$ cat config.mk
export PLATFORM = sky130hd
export DESIGN_NAME = aap_fetch_unit
export DESIGN_NICKNAME = d
export VERILOG_FILES = /design/src/rtl/aap_fetch_unit.sv
export SDC_FILE = /design/constraint.sdc
export NUM_CORES = 1
export LEC_CHECK = 0
export CAP_MARGIN = 20
export CORE_UTILIZATION = 48
export DETAILED_ROUTE_END_ITERATION = 10
export HOLD_SLACK_MARGIN = 0.15
export PLACE_DENSITY = 0.77
export SLEW_MARGIN = 20
export SYNTH_ARGS = -nofsm -noshare
export SYNTH_HDL_FRONTEND = slang
export SYNTH_SLANG_ARGS = --single-unit
$ cat constraint.sdc
create_clock -name CLOCK_50 -period 1.7 [get_ports CLOCK_50]
set_input_delay 0.34 -clock CLOCK_50 [delete_from_list [all_inputs] [get_ports CLOCK_50]]
set_output_delay 0.34 -clock CLOCK_50 [all_outputs]
set_load 0.01 [all_outputs]
$ cat src/rtl/aap_fetch_unit.sv
// aap_fetch_unit: instruction fetch stage of the 16-bit AAP pipeline.
// Issues word reads at req_pc and buffers the results in a 2-entry prefetch FIFO.
// Hands the FIFO head to the decoder over a valid/ready handshake.
// A branch redirect flushes the FIFO and restarts fetching at redirect_pc.
//
// Ports
//   CLOCK_50     in   sole clock
//   reset        in   synchronous active-high reset
//   mem_rd       out  read request, held until mem_ack
//   mem_addr     out  word address of the read, stable while mem_rd=1
//   mem_rdata    in   read data, valid in the mem_ack cycle
//   mem_ack      in   one-cycle read completion
//   redirect     in   branch taken: flush and restart at redirect_pc
//   redirect_pc  in   restart address
//   fetchoutput  out  instruction word at the FIFO head
//   fetch_pc     out  address of fetchoutput
//   fetch_ext    out  fetchoutput is the second word of a 32-bit instruction
//   fetch_valid  out  head outputs valid
//   fetch_ready  in   decoder accepts the head when fetch_valid & fetch_ready
//
// Build option: define FETCH_CLKDIV_EN to gate new requests with a step
// divider that fires once every DIV_MAX+1 cycles.

module aap_fetch_unit #(
  parameter int unsigned       ADDR_W   = 16,
  parameter logic [ADDR_W-1:0] RESET_PC = '0,
  parameter int unsigned       DIV_MAX  = 217
) (
  input  logic              CLOCK_50,
  input  logic              reset,
  output logic              mem_rd,
  output logic [ADDR_W-1:0] mem_addr,
  input  logic [15:0]       mem_rdata,
  input  logic              mem_ack,
  input  logic              redirect,
  input  logic [ADDR_W-1:0] redirect_pc,
  output logic [15:0]       fetchoutput,
  output logic [ADDR_W-1:0] fetch_pc,
  output logic              fetch_ext,
  output logic              fetch_valid,
  input  logic              fetch_ready
);

  localparam int unsigned DATA_W = 16;

  typedef struct packed {
    logic [DATA_W-1:0] data;
    logic [ADDR_W-1:0] pc;
    logic              ext;
  } fetch_entry_t;

  typedef enum logic [1:0] {
    S_IDLE  = 2'd0,
    S_REQ   = 2'd1,
    S_DRAIN = 2'd2
  } state_t;

  state_t            r_state;
  state_t            w_state_nxt;
  logic [ADDR_W-1:0] r_req_pc;
  logic              r_ext;
  logic              r_mem_rd;
  logic [ADDR_W-1:0] r_mem_addr;
  fetch_entry_t      r_head;
  fetch_entry_t      r_tail;
  logic [1:0]        r_cnt;
  logic              r_valid;

  logic              w_step;
  logic              w_mem_rd_nxt;
  logic              w_issue;
  logic [ADDR_W-1:0] w_issue_addr;
  logic              w_push;
  logic              w_pop;
  fetch_entry_t      w_new;

  // Request step enable
`ifdef FETCH_CLKDIV_EN
  localparam int unsigned DIV_W = 10;
  logic [DIV_W-1:0] r_div;

  always_ff @(posedge CLOCK_50) begin
    if (reset) begin
      r_div <= '0;
    end else if (r_div == DIV_W'(DIV_MAX)) begin
      r_div <= '0;
    end else begin
      r_div <= r_div + DIV_W'(1);
    end
  end

  assign w_step = (r_div == DIV_W'(DIV_MAX));
`else
  // DIV_MAX has no effect when the step divider is compiled out.
  assign w_step = 1'b1 | (DIV_MAX == 32'd0);
`endif

  // FSM state register
  always_ff @(posedge CLOCK_50) begin
    if (reset) begin
      r_state <= S_IDLE;
    end else begin
      r_state <= w_state_nxt;
    end
  end

  // FSM next state; a redirect flushes the FIFO, so IDLE may issue at once.
  // An ack coinciding with a redirect completes the read, so no DRAIN is needed.
  always_comb begin
    w_state_nxt = r_state;
    case (r_state)
      S_IDLE: begin
        if (w_step && (redirect || (r_cnt < 2'd2))) begin
          w_state_nxt = S_REQ;
        end
      end
      S_REQ: begin
        if (mem_ack) begin
          w_state_nxt = S_IDLE;
        end else if (redirect) begin
          w_state_nxt = S_DRAIN;
        end
      end
      S_DRAIN: begin
        if (mem_ack) begin
          w_state_nxt = S_IDLE;
        end
      end
      default: w_state_nxt = S_IDLE;
    endcase
  end

  // FSM outputs and FIFO control
  always_comb begin
    w_mem_rd_nxt = (w_state_nxt != S_IDLE);
    w_issue      = (r_state == S_IDLE) && (w_state_nxt == S_REQ);
    w_issue_addr = redirect ? redirect_pc : r_req_pc;
    w_push       = (r_state == S_REQ) && mem_ack && !redirect;
    w_pop        = r_valid && fetch_ready;
    w_new.data   = mem_rdata;
    w_new.pc     = r_req_pc;
    w_new.ext    = r_ext;
  end

  // Memory port; address is captured at issue so it survives a redirect in DRAIN
  always_ff @(posedge CLOCK_50) begin
    if (reset) begin
      r_mem_rd   <= 1'b0;
      r_mem_addr <= RESET_PC;
    end else begin
      r_mem_rd <= w_mem_rd_nxt;
      if (w_issue) begin
        r_mem_addr <= w_issue_addr;
      end
    end
  end

  // Fetch PC and 32-bit continuation flag
  always_ff @(posedge CLOCK_50) begin
    if (reset) begin
      r_req_pc <= RESET_PC;
      r_ext    <= 1'b0;
    end else if (redirect) begin
      r_req_pc <= redirect_pc;
      r_ext    <= 1'b0;
    end else if (w_push) begin
      r_req_pc <= r_req_pc + ADDR_W'(1);
      r_ext    <= mem_rdata[15] & ~r_ext;
    end
  end

  // Two-entry prefetch FIFO; r_head drives the outputs directly
  always_ff @(posedge CLOCK_50) begin
    if (reset) begin
      r_head  <= '0;
      r_tail  <= '0;
      r_cnt   <= 2'd0;
      r_valid <= 1'b0;
    end else if (redirect) begin
      r_cnt   <= 2'd0;
      r_valid <= 1'b0;
    end else begin
      case (r_cnt)
        2'd0: begin
          if (w_push) begin
            r_head  <= w_new;
            r_cnt   <= 2'd1;
            r_valid <= 1'b1;
          end
        end
        2'd1: begin
          if (w_push && w_pop) begin
            r_head <= w_new;
          end else if (w_push) begin
            r_tail <= w_new;
            r_cnt  <= 2'd2;
          end else if (w_pop) begin
            r_cnt   <= 2'd0;
            r_valid <= 1'b0;
          end
        end
        default: begin
          // Full: no read can be outstanding unless a pop makes room this cycle
          if (w_pop) begin
            r_head <= r_tail;
            if (w_push) begin
              r_tail <= w_new;
            end else begin
              r_cnt <= 2'd1;
            end
          end
        end
      endcase
    end
  end

  assign mem_rd      = r_mem_rd;
  assign mem_addr    = r_mem_addr;
  assign fetchoutput = r_head.data;
  assign fetch_pc    = r_head.pc;
  assign fetch_ext   = r_head.ext;
  assign fetch_valid = r_valid;

endmodule
### Word-level counts from Yosys, hierarchy flattened

Cells that the tools add are included.

| storage, ports and cells | value |
|---|---|
| flip-flop bits (word level) | 105 |
| input bits | 37 |
| output and inout port bits | 51 |

| cells by class | value |
|---|---|
| add/subtract/negate cells | 1 |
| $lt $le $gt $ge | 1 |
| equality and inequality tests | 11 |
| muxes and demuxes | 28 |
| bitwise operators | 4 |
| reduce and logical (&&, ||, !) cells | 19 |

Operators with widths:

| cell | number |
|---|---|
| 2-to-1 mux 33 bit | 6 |
| case mux 33 bit (2 select lines) | 2 |
| 2-to-1 mux 16 bit | 3 |
| 2-to-1 mux 2 bit | 10 |
| adder 16 x 1 -> 16 bit, second input constant | 1 |
| inequality test 2 bit, second input constant | 5 |
| AND reduction 5 bit | 2 |
| AND reduction 4 bit | 2 |
| nonzero test 2 bit | 4 |
| equality test 2 x 1 -> 1 bit, second input constant | 3 |
| case mux 2 bit (3 select lines) | 1 |
| logical AND 1 bit | 5 |
| logical NOT 2 bit | 2 |
| 2-to-1 mux 1 bit | 4 |
| case mux 2 bit (2 select lines) | 1 |
| inequality test 3 x 1 -> 1 bit, second input constant | 1 |
| inequality test 3 bit, second input constant | 1 |
| inverter 1 bit | 3 |
| nonzero test 3 bit | 1 |
| equality test 2 bit, second input constant | 1 |
| < comparator 2 bit, second input constant | 1 |
| case mux 1 bit (2 select lines) | 1 |
| OR reduction 2 bit | 1 |
| AND 1 bit | 1 |
| 2 further kinds | 2 |

### Longest topological paths before layout

Gate-level depths: netlist of the first run.

| logic depth | value |
|---|---|
| word-level depth | 6 |
| depth in mapped cells | 7 |
| depth with buffers taken out | 5 |

### Worst setup path before layout of the first run

Ideal clock, no wire load.

| path | value |
|---|---|
| path type | register to register |
| start point | register r_state[0] |
| end point | register r_req_pc[15] |
| library setup time | 0.127 ns |
| arrival time | 1.464 ns |
| required time | 1.573 ns |
| path slack | 0.109 ns |
| cell stages (with the launch flop) | 7 |
| path buffers | 2 |
| path through | dfxtp_1 > buf_2 > and3b_1 > clkbuf_1 > nand4_1 > mux2i_1 > or3_1 |

| on the way | value |
|---|---|
| cells in the longest elaborated chain, start to end | 4 |

Ends and longest elaborated chain:

| item | RTL line | RTL |
|---|---|---|
| start: declaration | 58 | `state_t r_state;` |
| start signal: assignment | 103 | `r_state <= w_state_nxt;` |
| equality test 2 x 1 -> 1 bit | 138 | `w_push = (r_state == S_REQ) && mem_ack && !redirect;` |
| logical AND 1 bit (2 in a row) | 138 |  |
| nonzero test 2 bit (no source line) | - |  |
| end signal: assignment | 164 | `r_req_pc <= redirect_pc;` |
| end signal: assignment | 167 | `r_req_pc <= r_req_pc + ADDR_W'(1);` |
| end: declaration | 60 | `logic [ADDR_W-1:0] r_req_pc;` |

No other way between the ends.
A chain may end at the register's enable or synchronous reset.

### Worst setup path after layout of the first run

| path | value |
|---|---|
| start point | register r_head (netlist bit fetch_pc[2]) |
| end point | output port fetch_pc[2] |

RTL lines:

| item | RTL line | RTL |
|---|---|---|
| start: declaration | 64 | `fetch_entry_t r_head;` |
| start signal: assignment | 186 | `r_head <= w_new;` |
| start signal: assignment | 193 | `r_head <= w_new;` |
| start signal: assignment | 205 | `r_head <= r_tail;` |
| end: declaration | 38 | `output logic [ADDR_W-1:0] fetch_pc,` |

No word-level cell between the ends.

==> flow_metrics.py, run 1 <==
metrics = {
    "timing": {
        "rsz0062_at_grt": "yes",
        "slew_violations": 0,
        "timing_hold_violations_final": 0,
        "fin_setup_tns_ns": 0,
        "clock_tree_skew_after_final_layout_ns": 0.0127,
        "final_cycle_utilization_of_the_critical_path": 0.965,
        "finalSetupViolations": 0,
        "worst_pin_slew_ns": 0.599,
        "max-slew-margin-rel": 0.600,
        "achievable-frequency_ghz": 0.609,
        "postLayoutSetupSlackWorst_ns": 0.0591,
        "final_period_minus_worst_setup_slack_ns": 1.64,
    },
    "global_routing": {
        "antenna_found_initial": 0,
        "global_route_wire_length_before_repair_um": 19900,
        "global_route.overflow_total": 0,
        "grt_use_total": 0.228,
        "largest_net_degree_at_the_start_of_global_routing": 49,
        "first_global_vias": 4021,
    },
    "placement": {
        "buffer_ports.inserted": 87,
        "place_congestion": 0.858,
        "place_hpwl_um": 7930,
        "dp_cells": 740,
        "dp_slack_ns": -0.466,
    },
    "floorplan": {
        "die_height_um": 104,
        "die-area_um2": 10800,
        "start_util": 0.503,
        "die-width_um": 104,
        "fp-row-count": 36,
        "core-area_um2": 9950,
        "num_io_pins": 88,
    },
    "clock_network": {
        "cts.clk_slew.worst_paths_ns": 0.10,
        "clock_tree.root_cell": "sky130_fd_sc_hd__clkbuf_8",
        "clock_tree.htree_level_count": 3,
        "clk_path_buf_depth": 2,
        "insertion_delay_ns": 0.37,
        "tritoncts_clock_tree": "built",
        "clock-sinks": 105,
        "cts_inserted_buffers": 9,
    },
    "routing": {
        "drt_iter0_drc": 191,
        "detail-route-antenna-nets": 0,
        "wl_met1_um": 5530,
        "route.detailed.drc": 0,
        "maxUsedRoutingLayer": "met4",
        "routed_wire_length_per_instance_um": 15.8,
        "drt_pre_antenna_iters": 5,
        "route.met2.wl_um": 5900,
        "route.final.wire_length_um": 12000,
        "wl_met3_um": 359,
        "vias": 4107,
        "drt-vias-per-instance": 5.42,
    },
    "pwr": {
        "clock_power_share": 0.329,
        "p_sw_mw": 1.33,
        "total_power_mw": 5.23,
        "comb_power_share": 0.165,
        "power_report.internal_total_mw": 3.90,
        "proportion_of_total_power_due_to_net_switching": 0.255,
        "p_seq_frac": 0.506,
        "leakagePower_nw": 2.32,
        "p_per_area_nw_per_um2": 804,
        "irDropWorstVdd_uv": 461,
    },
    "final_layout": {
        "areaGrowthSynthToFinish_pct": 30.1,
        "fraction_of_layout_cells_with_a_size_suffix_above_1": 0.131,
        "design.final.nets": 660,
        "final-instance-count-excl-fill": 758,
        "num_antenna_cells": 0,
        "multiInputGateArea_um2": 2670,
        "end_of_flow_core_utilization": 0.654,
        "layout.area.seq_um2": 2110,
        "filler_cells_inserted": 805,
    },
    "critical_path": {
        "timing.critical_path.buf_inv": 1,
        "worst_ep_arrival_time_ns": 1.30,
        "critical-path-top-delay-family": "buffers and inverters",
        "critPathKind": "register to output port",
        "cp-start-kind": "register",
        "critical_path_peak_fanout": 2,
        "cp_data_required_time_ns": 1.36,
        "timing.critical_path.slowest_stage_cell": "sky130_fd_sc_hd__clkdlybuf4s50_1",
        "critPathMaxStageDelay_ns": 0.56,
        "critPathCaptureType": "output port",
        "critical_path.cell_chain": "clkdlybuf4s50_1",
    },
    "job": {
        "cap_violations": 0,
    },
    "yosys": {
        "synthDistinctLibCells": 45,
        "synth_seq_cells": 105,
        "syn-instance-count": 529,
        "ys.warnings.count": 0,
        "cell_area_after_synthesis_um2": 5000,
        "synth_sequential_area_ratio": 0.420,
        "synthesis.area_per_instance_um2": 9.46,
        "syn_nets": 567,
    },
    "worst_hold_path": {
        "timing.hold.worst.class": "primary input to register",
    },
    "run_status": {
        "run_status": "finished, final reports clean",
    },
}
-- synthesized netlist by cell type (all sizes together) --
cell | n | area [µm²]
dfxtp | 105 | 2100
nor4b | 1 | 8.76
or3 | 3 | 18.8
a211oi | 46 | 395
and4bb | 1 | 12.5
nand2b | 70 | 438
and3b | 2 | 17.5
nand4 | 7 | 43.8
nor3 | 3 | 15.0
nand3b | 2 | 27.5
nand3 | 8 | 40.0
and3 | 2 | 12.5
buf | 22 | 144
o21bai | 1 | 7.51
a2111oi | 1 | 8.76
nor2 | 58 | 218
inv | 11 | 41.3
nand2 | 12 | 45.0
a21oi | 15 | 75.1
o21ai | 6 | 30.0
a221oi | 1 | 15.0
a21boi | 2 | 15.0
nor4 | 2 | 12.5
o211ai | 1 | 7.51
or2 | 2 | 12.5
ha | 1 | 12.5
o21a | 11 | 82.6
and4 | 3 | 26.3
clkbuf | 24 | 90.1
xnor2 | 7 | 61.3
nor2b | 1 | 6.26
o221a | 1 | 11.3
nand4b | 2 | 17.5
a311oi | 3 | 26.3
xor2 | 4 | 35.0
and2 | 2 | 12.5
a21o | 1 | 7.51
mux2i | 85 | 851
-- timing repair --
action                                 4_1_cts  5_1_grt
endpoints found under the hold margin        0        0
setup endpoints to repair                   27       31
hold buffers                                 0        0
cloned                                       2        0
buffers inserted                             1        1
pin swaps                                    1        1
gates resized for setup                      2        8
-- placed cells by master (no fill, tap or decap), types with 2 or more instances in the layout --
cell                                n
sky130_fd_sc_hd__a211oi_1          35
sky130_fd_sc_hd__a211oi_2          11
sky130_fd_sc_hd__a21oi_1           15
sky130_fd_sc_hd__a311oi_1           3
sky130_fd_sc_hd__and2_1             2
sky130_fd_sc_hd__and3_1             2
sky130_fd_sc_hd__and3b_1            2
sky130_fd_sc_hd__and4_1             3
sky130_fd_sc_hd__buf_12             7
sky130_fd_sc_hd__buf_4             33
sky130_fd_sc_hd__bufinv_16          2
sky130_fd_sc_hd__clkbuf_8          10
sky130_fd_sc_hd__clkdlybuf4s50_1   83
sky130_fd_sc_hd__dfxtp_1          101
sky130_fd_sc_hd__dfxtp_2            4
sky130_fd_sc_hd__inv_1             11
sky130_fd_sc_hd__mux2i_1           85
sky130_fd_sc_hd__nand2_1           11
sky130_fd_sc_hd__nand2b_1          70
sky130_fd_sc_hd__nand3_1            8
sky130_fd_sc_hd__nand4_1            7
sky130_fd_sc_hd__nand4b_1           2
sky130_fd_sc_hd__nor2_1            58
sky130_fd_sc_hd__nor3_2             2
sky130_fd_sc_hd__nor4_1             2
sky130_fd_sc_hd__o21a_1            11
sky130_fd_sc_hd__o21ai_0            6
sky130_fd_sc_hd__or3_1              3
sky130_fd_sc_hd__xnor2_1            7
sky130_fd_sc_hd__xor2_1             4
-- cells by family (layout without fill, tap and decap cells) --
family / count (synthesis) / after routing / share of synthesized area
AO/OA/AOI/OAI: 89 / 89 / 0.136
AND/OR/NAND/NOR: 181 / 181 / 0.197
adder cells (fa/ha/maj): 1 / 1 / 0.00250
buffers and inverters: 57 / 153 / 0.0550
multiplexers: 85 / 85 / 0.170
flip-flops: 105 / 105 / 0.420
XOR/XNOR: 11 / 11 / 0.0193
-- power groups by stage --
| stage | combinational, mW | sequential [mW] | clock [mW] |
|---|---|---|---|
| finish | 0.865 | 2.65 | 1.72 |
| global route | 0.936 | 2.66 | 1.85 |
| CTS | 0.866 | 2.64 | 1.75 |
| detailed placement | 0.837 | 2.70 | 0 |
| global placement | 0.819 | 2.69 | 0 |
| floorplan | 0.390 | 2.73 | 0 |
-- final cells by class --
class	instances	share of cell area
clock buffers	10	0.0211
well taps	133	0.0256
multi-input cells	367	0.411
clock inverters	4	0.0119
flip-flops and latches	105	0.324
repair buffers	128	0.201
inverters	11	0.00634
-- metal layers --
metal	vias up	track usage
met5	-	0
met4	0	0.0980
met3	15	0.0294
met2	100	0.384
met1	1965	0.293
li1	2027	-
-- path summary, 6_finish.rpt --
check                            startpoint               to  slack [ns]  depth (start not counted)
worst max-delay path            fetch_pc[2]      fetch_pc[2]        0.06                          1
worst min-delay path                  reset     r_req_pc[10]        0.35                          2
worst max register to register   r_state[1]  fetchoutput[13]        0.08                          6
worst min register to register   r_tail[20]       r_tail[20]        0.48                          2
-- sequential cells by signal, summed over array words and instances, names as in the netlist, 2 cells and up --
signal	count
r_cnt	2
r_state	2
r_tail	33
fetch_pc	16
fetchoutput	16
r_req_pc	16
mem_addr	16
-- metrics by stage --
| step | instance area (µm²) | hold WS, ns |
|---|---|---|
| after floorplan | 5000 | 0.427 |
| after global placement | 6190 | 0.456 |
| after detailed placement | 6190 | 0.468 |
| after CTS | 6480 | 0.332 |
| after global routing | 6510 | 0.359 |
| final | 6510 | 0.350 |
(Power assumes the default switching activity.)
==> inputs of run 2 (changes only) <==
--- a/config.mk
+++ b/config.mk
@@ -5,6 +5,7 @@
 export SDC_FILE = /design/constraint.sdc
 export NUM_CORES = 1
 export LEC_CHECK = 0
+export ABC_AREA = 0
 export CAP_MARGIN = 20
 export CORE_UTILIZATION = 48
 export DETAILED_ROUTE_END_ITERATION = 10
==> results of run 2 <==
No change in the layout: final DEF, timing and power equal those of run 1.
